**src/rtl/spi_flash_arb_pkg.sv**
```systemverilog
// Shared types for the quad-SPI flash arbiter: state encoding and the
// bundle of pin signals a master presents to the flash.
package spi_flash_arb_pkg;

  localparam int NUM_LANES = 4;

  typedef enum logic [1:0] {
    ST_IDLE  = 2'd0,
    ST_OWN0  = 2'd1,
    ST_OWN1  = 2'd2,
    ST_GUARD = 2'd3
  } arb_state_e;

  typedef struct packed {
    logic                 sclk;
    logic                 cs_n;
    logic [NUM_LANES-1:0] qdo;
    logic [NUM_LANES-1:0] oe;
  } spi_pins_t;

  // Bus parked: flash deselected, clock low, all io lanes tri-stated.
  localparam spi_pins_t PINS_IDLE = '{sclk: 1'b0, cs_n: 1'b1, qdo: '0, oe: '0};

endpackage

```
**src/rtl/spi_flash_arb.sv**
```systemverilog
// Two-master quad-SPI flash arbiter. Ownership changes only while cs_n is
// high, and every handoff is followed by a programmable cs_n-high guard.
module spi_flash_arb
  import spi_flash_arb_pkg::*;
#(
  parameter logic [3:0] CS_GUARD = 4'd3
) (
  input  logic                 clk,
  input  logic                 rst_n,
  input  logic                 m0_req,
  input  logic                 m1_req,
  output logic                 m0_gnt,
  output logic                 m1_gnt,
  input  logic                 m0_sclk,
  input  logic                 m1_sclk,
  input  logic                 m0_cs_n,
  input  logic                 m1_cs_n,
  input  logic [NUM_LANES-1:0] m0_qdo,
  input  logic [NUM_LANES-1:0] m1_qdo,
  input  logic [NUM_LANES-1:0] m0_oe,
  input  logic [NUM_LANES-1:0] m1_oe,
  output logic [NUM_LANES-1:0] m0_qdi,
  output logic [NUM_LANES-1:0] m1_qdi,
  output logic                 sclk,
  output logic                 cs_n,
  output logic [NUM_LANES-1:0] qdo,
  output logic [NUM_LANES-1:0] oe,
  input  logic [NUM_LANES-1:0] qdi,
  output logic                 busy
);

  arb_state_e state_q, state_d;
  logic       last_q, last_d;   // 1 = m1 served last
  logic [3:0] cnt_q, cnt_d;

  spi_pins_t m0_pins, m1_pins, pins;

  always_ff @(posedge clk or negedge rst_n) begin
    if (!rst_n) begin
      state_q <= ST_IDLE;
      last_q  <= 1'b1;
      cnt_q   <= 4'd0;
    end else begin
      state_q <= state_d;
      last_q  <= last_d;
      cnt_q   <= cnt_d;
    end
  end

  always_comb begin
    state_d = state_q;
    last_d  = last_q;
    cnt_d   = cnt_q;
    case (state_q)
      ST_IDLE: begin
        if (m0_req && (!m1_req || last_q)) begin
          state_d = ST_OWN0;
          last_d  = 1'b0;
        end else if (m1_req) begin
          state_d = ST_OWN1;
          last_d  = 1'b1;
        end
      end
      ST_OWN0: begin
        // A dropped request is honoured only once cs_n is back high.
        if (!m0_req && m0_cs_n) begin
          state_d = (CS_GUARD != 4'd0) ? ST_GUARD : ST_IDLE;
          cnt_d   = CS_GUARD - 4'd1;
        end
      end
      ST_OWN1: begin
        if (!m1_req && m1_cs_n) begin
          state_d = (CS_GUARD != 4'd0) ? ST_GUARD : ST_IDLE;
          cnt_d   = CS_GUARD - 4'd1;
        end
      end
      ST_GUARD: begin
        if (cnt_q == 4'd0) state_d = ST_IDLE;
        else               cnt_d   = cnt_q - 4'd1;
      end
      default: state_d = ST_IDLE;
    endcase
  end

  assign m0_pins = '{sclk: m0_sclk, cs_n: m0_cs_n, qdo: m0_qdo, oe: m0_oe};
  assign m1_pins = '{sclk: m1_sclk, cs_n: m1_cs_n, qdo: m1_qdo, oe: m1_oe};

  // Selected by the async-reset state register, so reset parks the pins at once.
  always_comb begin
    pins = PINS_IDLE;
    case (state_q)
      ST_IDLE:  pins = PINS_IDLE;
      ST_OWN0:  pins = m0_pins;
      ST_OWN1:  pins = m1_pins;
      ST_GUARD: pins = PINS_IDLE;
      default:  pins = PINS_IDLE;
    endcase
  end

  assign sclk   = pins.sclk;
  assign cs_n   = pins.cs_n;
  assign qdo    = pins.qdo;
  assign oe     = pins.oe;

  assign m0_qdi = qdi;
  assign m1_qdi = qdi;

  assign m0_gnt = (state_q == ST_OWN0);
  assign m1_gnt = (state_q == ST_OWN1);
  assign busy   = (state_q != ST_IDLE);

endmodule

```
**config.mk**
```make
export PLATFORM = sky130hd
export DESIGN_NAME = spi_flash_arb
export DESIGN_NICKNAME = d
export VERILOG_FILES = /design/src/rtl/spi_flash_arb_pkg.sv /design/src/rtl/spi_flash_arb.sv
export SDC_FILE = /design/constraint.sdc
export NUM_CORES = 1
export LEC_CHECK = 0
export ABC_AREA = 1
export CORE_MARGIN = 5
export CORE_UTILIZATION = 33
export DETAILED_ROUTE_END_ITERATION = 10
export PLACE_DENSITY = 0.76
export SLEW_MARGIN = 20
export SYNTH_ARGS = -nofsm -noshare
export SYNTH_HDL_FRONTEND = slang
export SYNTH_SLANG_ARGS = --single-unit
```
**constraint.sdc**
```tcl
create_clock -name clk -period 1.39 [get_ports clk]
set_input_delay 0.2085 -clock clk [delete_from_list [all_inputs] [get_ports clk]]
set_output_delay 0.2085 -clock clk [all_outputs]
set_load 0.02 [all_outputs]
```
* After elaboration in Yosys (flattened, before gate mapping)
Index checks and enable logic that the tools add are counted.
Widths: inputs -> output; s select.
** Storage, ports and cells
- Flip-flop bits (word level) :: 7
- Bits of input ports :: 28
- Output and inout port bits :: 21
- Logic and storage cells :: 40
** Operators by class
- $add $sub $neg :: 1
- Eq/ne operators :: 8
- Multiplexer cells :: 13
- Reduce and logical (&&, ||, !) cells :: 15
** Operator list (number)
- $pmux 10 s3 :: 1
- $mux 4 :: 3
- $pmux 4 s3 :: 1
- $mux 2 :: 5
- $pmux 2 s4 :: 1
- $reduce_and 4->1 :: 2
- $eq 2x2->1 const B :: 2
- $logic_not 4->1 :: 1
- $ne 2x1->1 const B :: 2
- $ne 2x2->1 const B :: 2
- $reduce_bool 2->1 :: 2
- $sub 4x1->4 const B :: 1
- $logic_and 1x1->1 :: 3
- $ne 3x3->1 const B :: 1
- $reduce_bool 3->1 :: 1
- $eq 2x1->1 const B :: 1
- $logic_not 1->1 :: 2
- $logic_not 2->1 :: 1
- $mux 1 :: 2
- $reduce_and 2->1 :: 1
- $reduce_or 2->1 :: 1
- $logic_or 1x1->1 :: 1

* Longest topological paths before layout
- Word-level depth :: 5
- Gate-level depth with buffers :: 8

* Worst setup path after synthesis
OpenSTA, ideal clock, no wires.
- Path type :: flip-flop to output port
- Start point :: register state_q[1]
- End point :: output cs_n
- Arrival time :: 1468 ps
- Required time :: 1182 ps
- Slack :: -287 ps
- Cell stages (with the launch flop) :: 7
- Path buffers :: 2
- Path through :: dfrtp_1 -> inv_1 -> ha_1 -> buf_4 -> inv_2 -> buf_6 -> a31oi_2
** On the way
- Elaborated cells on any way between the ends :: 6
- Classes of those cells :: 3 x eq/ne; 1 x mux; 2 x reduce/logical
** RTL lines
- from (decl) :: line spi_flash_arb.sv:32 : arb_state_e state_q, state_d;
- from (signal assigned) :: line spi_flash_arb.sv:44 : state_q <= state_d;
- $eq 2x1->1
- named net m0_gnt :: line spi_flash_arb.sv:12 : output logic m0_gnt,
- $pmux 10 s3 :: line spi_flash_arb.sv:91 : case (state_q)
- to (decl) :: line spi_flash_arb.sv:25 : output logic cs_n,
The timed path passes the listed nets, and every way through them passes these cells.

* Worst setup path after layout
- Start point :: register state_q[1]
- End point :: output oe[0]
** On the way
- Word-level cells in the longest chain between the ends :: 3
- Elaborated cells on any way between the ends :: 6
- Classes of those cells :: 3 x eq/ne; 1 x mux; 2 x reduce/logical
** Ends and longest elaborated chain
- $eq 2x2->1 / $logic_not 2->1 (equally long branches) :: line spi_flash_arb.sv:91
- $reduce_or 2->1 (no line)
- $pmux 10 s3 * :: line spi_flash_arb.sv:91
- to (decl) :: line spi_flash_arb.sv:27 : output logic [NUM_LANES-1:0] oe,
Mark *: on every way between the ends. The rest lies on a longest branch, timed or not.

==> results.cfg <==
[grt]
grt-busiest-layer = met2
grt_max_degree = 12
overflow = 0
grt_pass1_vias = 916
met3_usage_pct = 3.05
met2_usage_pct = 26.0
grt_pass1_wl_mm = 4.02
antenna_found_initial = 0
grt.total_usage_pct = 15.0
use_met1_pct = 17.2

[timing]
clock_skew_ns = 0.00919
timing.final.ws_setup_ns = -0.192
period_share_pct = 114
tightest_slew_ns = 0.345
max_freq_mhz = 632
slew_viol_final = 0
finalSetupViolCount = 17
fin_crit_ns = 1.58
slew-limit-headroom_pct = 76.9
timing.final.hold_violations = 0
rsz0062_at_grt = yes

[clock_tree]
clk_pin_slew_ns = 0.06
clk_latency_ns = 0.26
clock-root-buffer = clkbuf_4
cts_tree = built
postCtsHoldBufs = 0
clock_sinks = 7
cts_max_level = 1
clockBufferDepth = 2
numCtsBuffers = 3

[critical_path]
rr_worst_depth = 10
crit_end = oe[0]
slowest_delay_ns = 0.41
crit_chain = buf_6, ha_4, buf_8, nand3_2, nand2_2, buf_6
reg2reg_to = cnt_q[3]
cp-start-kind = flop
cp_top_family = flip-flops
critPathCaptureType = primary output
critPathBufInv = 3
cp_common_cell = buf_6
criticalPathCategory = reg -> out
reg2reg_setup_slack_ns = -0.07
cp.depth = 6
worstPathArrival_ns = 1.37
required_ns = 1.18
cp_slowest_cell = dfrtp_1
crit_start = state_q[1]
cp_max_fo = 5
crit-reg2reg-launch = state_q[1]

[final_layout]
drive_above_1_share_pct = 46.1
diodes = 0
nets = 202
fin_area_um2 = 1480
fin_cells = 193
syn_to_final_growth_pct = 85.7

[placed_design]
gp_congestion = 0.832
dpl-instance-area_um2 = 1230
portBuffers = 36
dp.final_hpwl_mm = 1.83
dp_cells = 185

[detailed_routing]
dr.pass1.iters = 4
ant_nets = 0
viasPerCell = 4.81
finalWirelength_mm = 2.60
drc = 0
routed-via-count = 928
drt_iter0_drc = 25
post_drt_wl_per_cell_um = 13.5

[synthesis]
netlist_area_um2 = 795
yosys_warnings = 0
synthCells = 122
syn-num-nets = 158
synthesis.area_per_instance_um2 = 6.51
ys_seq_elements = 7
seq_area_frac_synth_pct = 22.2
synth_cell_types = 18

[pwr]
power_switching_mw = 1.74
p_per_area_nw_per_um2 = 2430
p_int_mw = 1.84
sequentialPowerShare_pct = 11.9
power_frac_clock_pct = 5.3
p_leak_nw = 0.709
ir_drop_uv = 1630
combPwrFrac_pct = 82.8
p_sw_share_pct = 48.5

[run]
drv_cap = 0

[floorplanning]
io-pin-count = 49
die_h_um = 59.1
fp.dieArea_um2 = 3490
core_um2 = 2250
dieWidth_um = 59.1
rows = 17
initial_utilization_pct = 35.2

[worst_hold_path]
hp-class = in -> async

[run_status]
status = finished with violations
violations = negative setup slack
per-stage QoR:
step	setup WS (ns)	setup TNS [ns]	total power, mW	hold slack, ns	utilization (%)
CTS	-0.184	-2.34	3.45	0.227	63.8
global placement	-0.465	-5.13	2.65	0.417	54.4
floorplan	0.00930	0	1.94	-0.0871	-
global route	-0.254	-3.32	3.85	0.238	65.4
finish	-0.192	-2.29	3.58	0.218	65.4
detailed placement	-0.515	-6.09	2.72	0.417	54.4
sequential cells by signal (all words and copies together), names as in the netlist:
signal,count
cnt_q,4
last_q,1
state_q,2
cell usage after synthesis:
library cell / n / area [um^2]
a31oi_2: 1 / 12.5
inv_2: 3 / 11.3
o21ai_1: 2 / 10.0
buf_6: 1 / 11.3
ha_1: 8 / 100
buf_4: 9 / 67.6
nand2_4: 3 / 33.8
nor2_1: 8 / 30.0
buf_1: 1 / 3.75
dfrtp_1: 6 / 150
xnor2_1: 1 / 8.76
nand2_1: 43 / 161
inv_1: 11 / 41.3
nand3_1: 16 / 80.1
dfstp_2: 1 / 26.3
o21ai_0: 2 / 10.0
nand2_2: 5 / 31.3
a21oi_1: 1 / 5.00
cell type report:
type,instances,area [um^2]
tap,28,35.0
fill,171,779
timing repair buffer,50,514
multi-input combinational,90,654
sequential,7,178
inverter,14,67.6
clock buffer,4,26.3
layer usage:
| layer | wire, um | vias to the layer above | part of all wire, % |
|---|---|---|---|
| met5 | 0 | - | 0 |
| met4 | 57 | 0 | 2.2 |
| met3 | 218 | 9 | 8.4 |
| met2 | 1220 | 39 | 47 |
| met1 | 1100 | 422 | 42 |
| li1 | - | 458 | - |
worst min path at each step:
stage / from / to / depth (start not counted)
2_1_floorplan: rst_n / cnt_q[0] / 0
3_3_place_gp: qdi[0] / m0_qdi[0] / 0
3_5_place_dp: qdi[0] / m0_qdi[0] / 0
4_1_cts: rst_n / cnt_q[0] / 1
5_1_grt: rst_n / cnt_q[0] / 1
6_report: rst_n / cnt_q[0] / 1
cell usage in the layout, fill, tap and decap left out, types with 2 or more instances in the layout:
cell type,instances
nand3_2,10
buf_4,10
nand2_4,4
nand2_2,15
buf_6,13
o21ai_0,2
buf_8,2
ha_4,4
inv_2,3
clkbuf_4,3
inv_1,8
dfrtp_1,5
nand2_1,31
nor2_1,6
clkdlybuf4s50_1,23
ha_1,4
nand3_1,6
kinds of logic after synthesis:
logic type,Yosys count,synth area share (%)
AO/OA/AOI/OAI,6,4.72
buffers and inverters,25,17.0
AND/OR/NAND/NOR,75,42.4
flip-flops,7,22.2
XOR/XNOR,1,1.10
adder cells (fa/ha/maj),8,12.6
power groups by stage:
stage	clock network, mW	logic [mW]	registers, mW
after detailed placement	0	2.30	0.413
after floorplan	0	1.54	0.401
final	0.190	2.96	0.427
after CTS	0.194	2.84	0.423
after global placement	0	2.25	0.406
after global routing	0.211	3.20	0.439
what timing repair did:
| item | in CTS | in global routing |
|---|---|---|
| setup buffers | 3 | 1 |
| pin swaps | 12 | 2 |
| cloned | 1 | 0 |
| hold endpoints to repair | 0 | 0 |
| gates resized for setup | 109 | 7 |
| setup endpoints to repair | 19 | 18 |
Note: power is estimated with default switching activity, not from simulation.
